--- src/rtl/bios_dump_pkg.sv ---
// Shared definitions for the memory readback transmitter and its bit timer.
package bios_dump_pkg;

    // One frame is a start bit, a 32-bit word sent LSB first, and a stop bit.
    localparam int FRAME_BITS = 34;
    localparam int WORD_BITS  = 32;

    // Wide enough to count every bit position of a frame (0..FRAME_BITS).
    localparam int INDEX_W = 6;

    // Bit index of the last data bit: index 0 is the start bit, 1..32 are data.
    localparam logic [INDEX_W-1:0] LAST_DATA_INDEX = INDEX_W'(WORD_BITS);

    localparam int STATE_W = 3;

    typedef enum logic [STATE_W-1:0] {
        IDLE  = 3'd0,
        FETCH = 3'd1,
        START = 3'd2,
        DATA  = 3'd3,
        STOP  = 3'd4,
        DONE  = 3'd5
    } dumpState_t;

    // Word address of the next fetch; wraps from the top of the space to zero.
    function automatic logic [31:0] nextAddress(input logic [31:0] current);
        return current + 32'd1;
    endfunction

endpackage

--- src/rtl/bios_dump_if.sv ---
// Instruction-memory port shared between the boot path and the readback dump.
interface bios_dump_if;

    logic [31:0] Address;   // word address
    logic        CS;        // chip select, active-low
    logic        OE;        // output enable, active-high
    logic        WE;        // write enable, active-high
    logic [31:0] DataOut;   // read data from memory

    // The requester drives the address and strobes; memory returns read data.
    modport master (
        output Address,
        output CS,
        output OE,
        output WE,
        input  DataOut
    );

    modport slave (
        input  Address,
        input  CS,
        input  OE,
        input  WE,
        output DataOut
    );

endinterface

--- src/rtl/bios_dump_bit_timer.sv ---
// Serial bit timer: a CLKS_PER_BIT down-counter plus a bit index. bitTick is
// high during the last cycle of each bit; bitIndex advances on that tick.
// Shared with the serial receiver on the boot path.
module bit_timer
    import bios_dump_pkg::*;
#(
    parameter int CLKS_PER_BIT = 4
) (
    input  logic               clock,
    input  logic               reset,      // asynchronous, active-low
    input  logic               clear,      // restart at bit 0 with a full count
    input  logic               enable,     // count while high
    output logic               bitTick,
    output logic [INDEX_W-1:0] bitIndex
);

    localparam int CNT_W = (CLKS_PER_BIT > 1) ? $clog2(CLKS_PER_BIT) : 1;
    localparam logic [CNT_W-1:0] RELOAD = CNT_W'(CLKS_PER_BIT - 1);

    logic [CNT_W-1:0] count;

    // Last cycle of the current bit is the one where the counter sits at zero.
    assign bitTick = enable && (count == '0);

    // Count down within a bit; reload and advance the index at bit boundaries.
    always_ff @(posedge clock or negedge reset) begin
        if (!reset) begin
            count    <= '0;
            bitIndex <= '0;
        end else if (clear) begin
            count    <= RELOAD;
            bitIndex <= '0;
        end else if (enable) begin
            if (count == '0) begin
                count    <= RELOAD;
                bitIndex <= bitIndex + 1'b1;
            end else begin
                count <= count - 1'b1;
            end
        end
    end

endmodule

--- src/rtl/bios_dump.sv ---
// Memory readback transmitter. On an accepted start it reads word_count
// consecutive words from instruction memory, starting at base_address, and
// sends each one on tx as a start bit, 32 data bits LSB first, and a stop bit.
// The memory port is owned by this block only while busy is high.
//
// Request handshake: start is a single-cycle request with no ready return; it
// is accepted only on a rising edge where the FSM is in IDLE (busy low and not
// in the done cycle), and base_address/word_count are captured on that same
// edge. Requests seen at any other time are dropped.
module bios_dump
    import bios_dump_pkg::*;
#(
    parameter int CLKS_PER_BIT = 4
) (
    input  logic               clock,
    input  logic               reset,          // asynchronous, active-low
    input  logic               start,
    input  logic [31:0]        base_address,
    input  logic [15:0]        word_count,
    bios_dump_if.master        memPort,
    output logic               tx,
    output logic               busy,
    output logic               done,
    output logic [STATE_W-1:0] stateDebug
);

    localparam logic [STATE_W-1:0] stateIdle  = IDLE;
    localparam logic [STATE_W-1:0] stateFetch = FETCH;
    localparam logic [STATE_W-1:0] stateStart = START;
    localparam logic [STATE_W-1:0] stateData  = DATA;
    localparam logic [STATE_W-1:0] stateStop  = STOP;
    localparam logic [STATE_W-1:0] stateDone  = DONE;

    logic [STATE_W-1:0]   state;
    logic [31:0]          addressReg;
    logic                 csReg;
    logic                 oeReg;
    logic [WORD_BITS-1:0] shiftReg;
    logic [15:0]          remaining;

    logic                 timerClear;
    logic                 timerEnable;
    logic                 bitTick;
    logic [INDEX_W-1:0]   bitIndex;

    assign memPort.Address = addressReg;
    assign memPort.CS      = csReg;
    assign memPort.OE      = oeReg;
    assign memPort.WE      = 1'b0;    // readback never writes

    assign stateDebug = state;

    // The timer restarts in the fetch cycle so the start bit begins at a full count.
    assign timerClear  = (state == stateFetch);
    assign timerEnable = (state == stateStart) || (state == stateData) ||
                         (state == stateStop);

    bit_timer #(
        .CLKS_PER_BIT (CLKS_PER_BIT)
    ) u_bitTimer (
        .clock    (clock),
        .reset    (reset),
        .clear    (timerClear),
        .enable   (timerEnable),
        .bitTick  (bitTick),
        .bitIndex (bitIndex)
    );

    // Dump sequencer: fetch a word, serialise its frame, repeat until the count runs out.
    always_ff @(posedge clock or negedge reset) begin
        if (!reset) begin
            state      <= stateIdle;
            addressReg <= '0;
            csReg      <= 1'b1;
            oeReg      <= 1'b0;
            shiftReg   <= '0;
            remaining  <= '0;
            tx         <= 1'b1;
            busy       <= 1'b0;
            done       <= 1'b0;
        end else begin
            done <= 1'b0;
            case (state)
                stateIdle: begin
                    if (start) begin
                        if (word_count != 16'd0) begin
                            state      <= stateFetch;
                            busy       <= 1'b1;
                            addressReg <= base_address;
                            csReg      <= 1'b0;
                            oeReg      <= 1'b1;
                            remaining  <= word_count;
                        end else begin
                            // Empty request: report completion without touching memory.
                            state <= stateDone;
                            done  <= 1'b1;
                        end
                    end
                end

                stateFetch: begin
                    // Read data is captured as the port is released; the start bit begins now.
                    shiftReg <= memPort.DataOut;
                    csReg    <= 1'b1;
                    oeReg    <= 1'b0;
                    tx       <= 1'b0;
                    state    <= stateStart;
                end

                stateStart: begin
                    if (bitTick) begin
                        tx       <= shiftReg[0];
                        shiftReg <= shiftReg >> 1;
                        state    <= stateData;
                    end
                end

                stateData: begin
                    if (bitTick) begin
                        if (bitIndex == LAST_DATA_INDEX) begin
                            tx    <= 1'b1;
                            state <= stateStop;
                        end else begin
                            tx       <= shiftReg[0];
                            shiftReg <= shiftReg >> 1;
                        end
                    end
                end

                stateStop: begin
                    if (bitTick) begin
                        remaining <= remaining - 16'd1;
                        if (remaining == 16'd1) begin
                            state <= stateDone;
                            busy  <= 1'b0;
                            done  <= 1'b1;
                        end else begin
                            // The fetch cycle doubles as the single idle-high gap between frames.
                            state      <= stateFetch;
                            addressReg <= nextAddress(addressReg);
                            csReg      <= 1'b0;
                            oeReg      <= 1'b1;
                        end
                    end
                end

                stateDone: begin
                    state <= stateIdle;
                end

                default: begin
                    state <= stateIdle;
                end
            endcase
        end
    end

endmodule

--- src/flat_wrapper.sv ---
// flat-port wrapper written by rule: the top's interface ports become plain ports
module bios_dump_flat import bios_dump_pkg::*;
#(
    parameter int CLKS_PER_BIT = 4
)
  (clock, reset, start, base_address, word_count, tx, busy, done, stateDebug, memPort_Address, memPort_CS, memPort_OE, memPort_WE, memPort_DataOut);
  bios_dump_if memPort_i ();
  input  logic clock;
  input  logic reset;
  input  logic start;
  input  logic [31:0] base_address;
  input  logic [15:0] word_count;
  output logic tx;
  output logic busy;
  output logic done;
  output logic [STATE_W-1:0] stateDebug;
  output wire logic [$bits(memPort_i.Address)-1:0] memPort_Address;
  output wire logic [$bits(memPort_i.CS)-1:0] memPort_CS;
  output wire logic [$bits(memPort_i.OE)-1:0] memPort_OE;
  output wire logic [$bits(memPort_i.WE)-1:0] memPort_WE;
  input wire logic [$bits(memPort_i.DataOut)-1:0] memPort_DataOut;
  assign memPort_Address = memPort_i.Address;
  assign memPort_CS = memPort_i.CS;
  assign memPort_OE = memPort_i.OE;
  assign memPort_WE = memPort_i.WE;
  assign memPort_i.DataOut = memPort_DataOut;
  bios_dump #(.CLKS_PER_BIT(CLKS_PER_BIT)) u_core (.clock(clock), .reset(reset), .start(start), .base_address(base_address), .word_count(word_count), .memPort(memPort_i), .tx(tx), .busy(busy), .done(done), .stateDebug(stateDebug));
endmodule
--- config.mk ---
export PLATFORM = sky130hd
export DESIGN_NAME = bios_dump_flat
export DESIGN_NICKNAME = d
export VERILOG_FILES = /design/src/rtl/bios_dump_pkg.sv /design/src/rtl/bios_dump_if.sv /design/src/rtl/bios_dump_bit_timer.sv /design/src/rtl/bios_dump.sv /design/src/flat_wrapper.sv
export SDC_FILE = /design/constraint.sdc
export NUM_CORES = 1
export LEC_CHECK = 0
export CELL_PAD_IN_SITES_DETAIL_PLACEMENT = 1
export CELL_PAD_IN_SITES_GLOBAL_PLACEMENT = 1
export CORE_MARGIN = 8
export CORE_UTILIZATION = 38
export DETAILED_ROUTE_END_ITERATION = 16
export MAX_ROUTING_LAYER = met4
export PLACE_DENSITY = 0.9
export SLEW_MARGIN = 20
export SYNTH_ARGS = -nofsm -noshare
export SYNTH_HDL_FRONTEND = slang
export SYNTH_SLANG_ARGS = --single-unit
--- constraint.sdc ---
create_clock -name clock -period 2.3 [get_ports clock]
set_input_delay 0.69 -clock clock [delete_from_list [all_inputs] [get_ports clock]]
set_output_delay 0.69 -clock clock [all_outputs]
set_load 0.05 [all_outputs]
# Word-level counts from Yosys, hierarchy flattened
# Index checks and enable logic that the tools add are counted.
dict set report op_classes {
  add_sub_neg 4
  n_eq_ne 15
  mux 49
  reduce_logical 19
}
# operator n
set op_table {}
lappend op_table {{$mux 32} 7}
lappend op_table {{$pmux 32 s3} 1}
lappend op_table {{$pmux 32 s2} 1}
lappend op_table {{$mux 16} 3}
lappend op_table {{$add 32x1->32 const B} 1}
lappend op_table {{$pmux 16 s2} 1}
lappend op_table {{$mux 3} 7}
lappend op_table {{$reduce_and 5->1} 4}
lappend op_table {{$mux 6} 3}
lappend op_table {{$mux 1} 17}
lappend op_table {{$eq 16x1->1 const B} 1}
lappend op_table {{$reduce_bool 16->1} 1}
lappend op_table {{$sub 16x1->16 const B} 1}
lappend op_table {{$pmux 3 s5} 1}
lappend op_table {{$ne 2x2->1 const B} 5}
lappend op_table {{$pmux 1 s3} 3}
lappend op_table {{$ne 2x1->1 const B} 4}
lappend op_table {{$reduce_and 4->1} 2}
lappend op_table {{$add 6x1->6 const B} 1}
lappend op_table {{$eq 3x2->1 const B} 2}
lappend op_table {{$eq 6x6->1 const B} 1}
lappend op_table {{$mux 2} 3}
lappend op_table {{$reduce_bool 2->1} 3}
lappend op_table {{$reduce_bool 3->1} 2}
lappend op_table {{other kinds (10)} 12}
dict set report word_totals {
  regBits 96
  inputBits 83
  wordCells 98
}

# Longest topological paths before layout
# Gate-level depths: netlist of the first run.
dict set report depth {
  depth_word 6
  depth_mapped 10
  mapped_depth_nobuf 7
}

# Cells and area by module
# A second synthesis of the first run with hierarchy kept.
dict set report unflattened {
  hier_cells 628
  hier_area_um2 5585.4
}
# mod n_inst cells_each area_per_inst_um2 seq_area_each_um2
set modules_own_cells {}
lappend modules_own_cells {bios_dump 1 588 5197.5 2204.6}
lappend modules_own_cells {bit_timer 1 40 387.9 200.2}

# Worst setup path before layout of the first run
# No wires, ideal clock.
dict set report synth_path {
  kind {register to register}
  start {reg u_core.state[2], in the netlist u_core.stateDebug[2]}
  end {reg u_core.addressReg[15], in the netlist u_core.memPort.Address[15]}
  setup_ns 0.137
  arrival_time_ns 2.013
  path_slack_ns 0.150
  stages_incl_launch_ff 7
  synth_period_minus_slack_ns 2.150
  path_cell_list {dfrtp_1 > nor3b_4 > nand2_2 > nor4_4 > buf_6 > nor3_1 > a2bb2oi_1}
}
dict set report synth_between {
  elab_chain_cells 6
  word_cells_on_any_way 14
  cone_classes {7 x eq/ne; 1 x mux; 6 x reduce/logical}
}
# item line_no
set synth_rtl {}
lappend synth_rtl {{start: declaration} bios_dump.sv:34} ;# logic [STATE_W-1:0] state;
lappend synth_rtl {{start signal: assignment} bios_dump.sv:72} ;# state <= stateIdle;
lappend synth_rtl {{start signal: assignment} bios_dump.sv:87} ;# state <= stateFetch;
lappend synth_rtl {{start signal: assignment} bios_dump.sv:95} ;# state <= stateDone;
lappend synth_rtl {{$eq 3x2->1} bios_dump.sv:55} ;# assign timerEnable = (state == stateStart) || (state == stateData) ||
lappend synth_rtl {{$logic_or 1x1->1 (2 in series)} bios_dump.sv:55}
lappend synth_rtl {{$logic_and 1x1->1} bios_dump_bit_timer.sv:23} ;# assign bitTick = enable && (count == '0);
lappend synth_rtl {{$ne 2x1->1 (no line)} n/a}
lappend synth_rtl {{$reduce_and 5->1 (no line)} n/a}
lappend synth_rtl {{end signal: assignment} bios_dump.sv:89} ;# addressReg <= base_address;
lappend synth_rtl {{end signal: assignment} bios_dump.sv:140} ;# addressReg <= nextAddress(addressReg);
lappend synth_rtl {{end: declaration} bios_dump.sv:35} ;# logic [31:0] addressReg;
# Parallel ways exist; a longest one is shown, timed or not.
# A chain may end at the register's enable or synchronous reset.

# Worst setup path in the final report of the first run
dict set report layout_path {
  start {in word_count[1]}
  end {reg u_core.addressReg[14], in the netlist u_core.memPort.Address[14]}
}
dict set report layout_between {
  elab_chain_cells 3
}
# item line_no
set layout_rtl {}
lappend layout_rtl {{start: declaration} flat_wrapper.sv:12} ;# input logic [15:0] word_count;
lappend layout_rtl {{$reduce_bool 16->1} bios_dump.sv:86} ;# if (word_count != 16'd0) begin
lappend layout_rtl {{$ne 2x1->1 (no line)} n/a}
lappend layout_rtl {{$reduce_and 5->1 (no line)} n/a}
# No other way between the ends.

==> results of run 1 <==
==> cell usage in the layout, fill, tap and decap left out, drive strengths merged, types with 3 or more instances in the layout <==
cell type       n
dlygate4sd2     8
dlymetal6s2s    6
clkdlybuf4s50  81
dfrtp          94
nor3           29
a21oi          33
o22ai          13
nand2b          3
o211ai          3
and2            3
clkbuf         12
a32oi           3
o32ai           4
nand4          14
a211oi         10
o21a            4
o31ai           7
xor2            3
nand2          93
nor4           11
o22a            4
and3            6
nor3b           3
nand3          21
a22oi           3
ha              6
a31oi          47
nor2           72
a2bb2oi        25
buf            73
and4            6
o21ai          39
inv            16
==> sequential cells by signal, indices dropped and copies added, names as in the netlist <==
signal and flops:
u_core.done 1, u_core.shiftReg 32, u_core.memPort.OE 1, u_core.tx 1, u_core.u_bitTimer.count 2, u_core.busy 1
u_core.memPort.CS 1, u_core.memPort.Address 32, u_core.stateDebug 3, u_core.u_bitTimer.bitIndex 6, u_core.remaining 16
==> layout make-up <==
class,count,area share [%]
multi-input cells,496,38.9
inverters,14,0.690
clock inverters,5,1.13
repair buffers,169,21.6
clock buffers,11,3.06
flip-flops and latches,96,31.6
well taps,184,3.02
==> worst max-delay path by stage <==
stage,to,slack [ps]
2_1_floorplan,u_core.memPort.Address[15]$_DFFE_PN0P_,150
3_3_place_gp,u_core.memPort.Address[26]$_DFFE_PN0P_,-320
3_5_place_dp,u_core.memPort.Address[26]$_DFFE_PN0P_,-420
4_1_cts,memPort_Address[26],4
5_1_grt,u_core.memPort.Address[31]$_DFFE_PN0P_,-50
6_report,u_core.memPort.Address[14]$_DFFE_PN0P_,-0.7
==> repair_timing <==
action / in CTS / in global routing
buffers inserted: 0 / 2
setup endpoints to repair: 26 / 67
pin swaps: 0 / 5
gates resized for setup: 9 / 23
cloned: 0 / 3
==> Yosys cell counts (3+ instances only) <==
cell type,instances
o211ai_1,3
a21oi_1,33
nor2_1,72
and2_1,3
nand4_1,14
nor4_1,9
xor2_1,3
a211oi_1,8
buf_2,13
o31ai_1,7
o22ai_1,13
a2bb2oi_1,25
ha_1,6
a22oi_1,3
o32ai_1,4
nand3_1,21
a32oi_1,3
inv_1,14
nand2_1,92
clkbuf_1,28
nor3_1,26
dfrtp_1,94
and4_1,5
and3_1,6
o21ai_0,39
o21a_1,4
a31oi_1,47
buf_6,3
o22a_1,3
==> worst register-to-register path, cell delays in order (launching register included) <==
cell      delay (ps)
dfrtp_1          450
inv_1             90
ha_1             150
nor4b_1          580
a31o_2           300
a211oi_4          80
buf_12           200
nor2_1           150
a31oi_1           70
==> metal layers <==
layer  wire, um  global-route usage (%)  vias up
li1           -                       -     2688
met1       8160                    25.0     2934
met2      10300                    37.1      234
met3       1280                    4.30       42
met4        579                    9.66        0
met5          0                       -        -
==> stage by stage <==
| stage | hold slack (ps) | power [mW] |
|---|---|---|
| 3_3_place_gp | 456 | 2.01 |
| 5_1_grt | 322 | 3.77 |
| 3_5_place_dp | 473 | 2.02 |
| 2_1_floorplan | 394 | 1.80 |
| 4_1_cts | 305 | 3.68 |
| 6_report | 295 | 3.66 |
==> power by group through the flow <==
stage                     Combinational [mW]  Sequential (mW)  Clock [mW]
after floorplan                       0.0520             1.75           0
after global placement                 0.265             1.75           0
after detailed placement               0.273             1.75           0
after CTS                              0.277             1.72        1.68
after global routing                   0.300             1.72        1.74
final                                  0.276             1.72        1.66
==> logic make-up after synthesis <==
kind of cell,after synthesis,synth area share (%)
AO/OA/AOI/OAI,212,25.4
XOR/XNOR,4,0.628
adder cells (fa/ha/maj),6,1.35
buffers and inverters,62,5.11
flip-flops,96,43.1
multiplexers,3,0.583
other,1,0.0672
AND/OR/NAND/NOR,270,23.8
==> flow_metrics.tcl, run 1 <==
set metrics [dict create \
    finalNonFillerCells 975 \
    n_antenna_cell 0 \
    synth_seq_area_share_pct 43.1 \
    critPathLaunch "word_count[1]" \
    violations "negative setup slack" \
    die_area_um2 18800 \
    critPathTopFamily "buffers and inverters" \
    routabilityCongestion 0.867 \
    cts_buffers 9 \
    synth.area.top_cells "dfrtp_1 (42%), nand2_1 (6.2%), a31oi_1 (5.3%)" \
    rr_worst_depth 8 \
    finClkSkew_ps 11.9 \
    die_w_um 137 \
    antenna_found_initial 0 \
    core_um2 14400 \
    combPwrFrac_pct 7.5 \
    fin_ws_ps -0.659 \
    min_period_ps 2300 \
    pwr-share-clk_pct 45.5 \
    die_height_um 137 \
    core.rowCount 44 \
    pre_cts_slack_ps -421 \
    fin_crit_sh_pct 100 \
    post-route-drc-count 0 \
    dp_hpwl_um 14300 \
    grt_overflow_total 0 \
    viasPerCell 6.05 \
    switchingPower_uw 820 \
    ys_ff_latch 96 \
    crit_required_ps 2540 \
    p_int_mw 2.84 \
    fmax_mhz 435 \
    crit_type "primary input to flip-flop" \
    dr.first_iter.drc_count 471 \
    first_global_vias 6241 \
    grt.total_usage_pct 22.0 \
    critPathArrivalTime_ps 2540 \
    grt_max_degree 66 \
    r2r_end "u_core.shiftReg[30]$_DFFE_PN0P_" \
    path_buf_inv 4 \
    p_leak_nw 3.39 \
    sw_frac_of_total_pct 22.4 \
    multiInputGateArea_um2 2960 \
    design_area_um2 7620 \
    tritoncts "built" \
    nFillCells 1688 \
    setup_violations 1 \
    synthDominantCellAreaShare_pct 42.2 \
    startpoint_type "primary input" \
    postPlaceCellArea_um2 7160 \
    port_buffers 122 \
    register_area_um2 2400 \
    grt_pass1_wl_um 32100 \
    hp-class "primary input to async pin" \
    finalWirelength_um 20300 \
    slowest_delay_ps 480 \
    worstMarginPinSlew_ps 702 \
    htreeDepth 3 \
    drive_gt1_share_pct 15.2 \
    r2r-start "u_core.u_bitTimer.bitIndex[0]$_DFFE_PN0P_" \
    async_flop_share_pct 100 \
    netlist_area_um2 5580 \
    ir_drop_mv 0.343 \
    vias 5898 \
    syn-num-nets 743 \
    worstPathCellList "clkdlybuf4s50_1 > or3_1 > o211ai_1 > buf_4 > buf_6 > buf_12 > nor3_1 > o22a_1" \
    fin_setup_tns_ps -0.659 \
    end_kind "flip-flop" \
    clk_path_buf_depth 2 \
    cts-root-buf "clkbuf_16" \
    status "complete, but fails checks" \
    postSynthAreaPerCell_um2 8.53 \
    synth_edf_count 0 \
    utilization_pct 52.8 \
    firstDrtPassIters 5 \
    crit_slowest_cell "clkdlybuf4s50_1" \
    ctsHoldBuffers 0 \
    critical_path_depth 8 \
    place_inst 954 \
    p_seq_share_pct 47.0 \
    hold_viol_final 0 \
    synthCells 654 \
    top_level_ports 124 \
    ant_nets 0 \
    synth_top_cell_by_area "dfrtp_1" \
    layout.nets 875 \
    drv_slew 0 \
    slew-limit-headroom_pct 52.5 \
    crit_fanout 9 \
    synth_top_flop_cell "dfrtp_1" \
    r2r_setup_slack_ps 100 \
    syn_to_final_growth_pct 36.5 \
    yosysWarnings 0 \
    maxCapViolations 0 \
    synth_cell_types 67 \
    wl_per_cell_um 20.8 \
    clock_sinks 96 \
    p_per_area_nw_per_um2 480 \
    initial_utilization_pct 38.7 \
    insertion_delay_ps 360 \
    path_clk_slew_ps 80 \
]
(Power assumes the default switching activity.)
==> run 2, diff against run 1 <==
REMOVE_ABC_BUFFERS = 1   (was unset)
==> flow_metrics.tcl, run 2 (synthesis results as in run 1) <==
set metrics [dict create \
    status "complete, but fails checks" \
    violations "negative setup slack" \
    fin_crit_sh_pct 100 \
    drive_gt1_share_pct 16.2 \
    pre_cts_slack_ps -681 \
    dp_hpwl_um 13900 \
    ir_drop_mv 0.401 \
    finalWirelength_um 20200 \
    routabilityCongestion 0.883 \
    nFillCells 1713 \
    finClkSkew_ps 9.70 \
    htreeDepth 3 \
    grt.total_usage_pct 21.8 \
    cts-root-buf "clkbuf_16" \
    first_global_vias 6218 \
    die_area_um2 18800 \
    layout.nets 880 \
    crit_type "primary input to flip-flop" \
    port_buffers 122 \
    place_inst 960 \
    hold_viol_final 0 \
    cts_buffers 9 \
    initial_utilization_pct 38.7 \
    path_clk_slew_ps 70 \
    crit_fanout 8 \
    crit_required_ps 2540 \
    tritoncts "built" \
    hp-class "primary input to async pin" \
    p_leak_nw 3.47 \
    ant_nets 0 \
    clk_path_buf_depth 2 \
    fmax_mhz 434 \
    die_w_um 137 \
    p_per_area_nw_per_um2 462 \
    grt_pass1_wl_um 32000 \
    fin_ws_ps -5.60 \
    top_level_ports 124 \
    grt_overflow_total 0 \
    end_kind "flip-flop" \
    layout_common_cells "dfrtp_1 (94), nand2_1 (92), clkdlybuf4s50_1 (76), nor2_1 (72), buf_4 (63)" \
    grt_max_degree 66 \
    wl_per_cell_um 20.6 \
    startpoint_type "primary input" \
    min_period_ps 2310 \
    antenna_found_initial 0 \
    finalNonFillerCells 980 \
    vias 5843 \
    setup_violations 2 \
    finalPower_mw 3.56 \
    worstMarginPinSlew_ps 597 \
    maxCapViolations 0 \
    critPathArrivalTime_ps 2540 \
    core_um2 14400 \
    slew-limit-headroom_pct 59.9 \
    core.rowCount 44 \
    rsz0062_at_grt "yes" \
    n_antenna_cell 0 \
    dr.first_iter.drc_count 428 \
    syn_to_final_growth_pct 38.1 \
    final_common_cell "dfrtp_1" \
    viasPerCell 5.96 \
    insertion_delay_ps 360 \
    post-route-drc-count 0 \
    die_height_um 137 \
    firstDrtPassIters 5 \
    clock_sinks 96 \
    drv_slew 0 \
]
==> run 2: cell type report <==
| cell class | instances | area (um2) | share of cell area, % |
|---|---|---|---|
| clock inverters | 4 | 45.0 | 0.585 |
| inverters | 14 | 52.6 | 0.682 |
| flip-flops and latches | 96 | 2400 | 31.2 |
| repair buffers | 174 | 1710 | 22.2 |
| well taps | 184 | 230 | 2.99 |
| clock buffers | 12 | 246 | 3.20 |
| multi-input cells | 496 | 3010 | 39.1 |
==> run 2: routing by layer <==
metal	wire length (um)	GRT usage, %
met1	8480	25.9
met2	9990	36.3
met3	1280	3.94
met4	444	8.27
met5	0	-
==> run 2: through the flow <==
| stage | utilization, % | hold WS [ps] | cell area, um2 | setup TNS [ps] |
|---|---|---|---|---|
| after floorplan | - | 394 | 5350 | -187020 |
| after global placement | 50.3 | 460 | 7250 | -23200 |
| after detailed placement | 50.3 | 477 | 7250 | -28820 |
| after CTS | 52.6 | 238 | 7590 | 0 |
| after global routing | 53.4 | 252 | 7710 | -1200 |
| final | 53.4 | 236 | 7710 | -10.5 |
==> run 2: power breakdown <==
group / internal [mW] / switching (mW) / total, mW / leakage (nW)
Sequential: 1.71 / 0.0128 / 1.72 / 1.25
Clock: 0.870 / 0.682 / 1.55 / 0.146
Combinational: 0.170 / 0.116 / 0.286 / 2.07
==> run 2: worst paths after layout <==
kind / start / to / slack (ps) / cells past startpoint
worst max-delay path: word_count[3] / u_core.memPort.Address[3]$_DFFE_PN0P_ / -6 / 10
worst min-delay path: reset / u_core.memPort.Address[5]$_DFFE_PN0P_ / 240 / 1
worst max register to register: u_core.stateDebug[1]$_DFFE_PN0P_ / u_core.memPort.Address[11]$_DFFE_PN0P_ / 120 / 7
worst min register to register: u_core.u_bitTimer.count[0]$_DFFE_PN0P_ / u_core.u_bitTimer.count[0]$_DFFE_PN0P_ / 500 / 1
max in group asynchronous: reset / u_core.remaining[9]$_DFFE_PN0P_ / 1480 / 2
min in group clock: u_core.u_bitTimer.count[0]$_DFFE_PN0P_ / u_core.u_bitTimer.count[0]$_DFFE_PN0P_ / 500 / 1
==> run 2: repair_timing <==
item	CTS	global route
setup buffers	2	1
resized for setup	22	20
endpoints found under the setup margin	57	53
pin swaps	5	2
gates cloned	0	1
hold buffers	0	0
==> run 2: critical path: stages <==
cell and delay, ps:
clkdlybuf4s50_1 490, nor4_4 220, nand4_1 190, o211ai_1 240, buf_4 170, buf_4 120
buf_12 120, buf_12 120, nor3_1 50, a2bb2oi_1 140
==> run 3, diff against run 2 <==
REMOVE_ABC_BUFFERS = unset   (was 1)
==> results of run 3 <==
No change in the layout: final DEF, timing and power equal those of run 1.
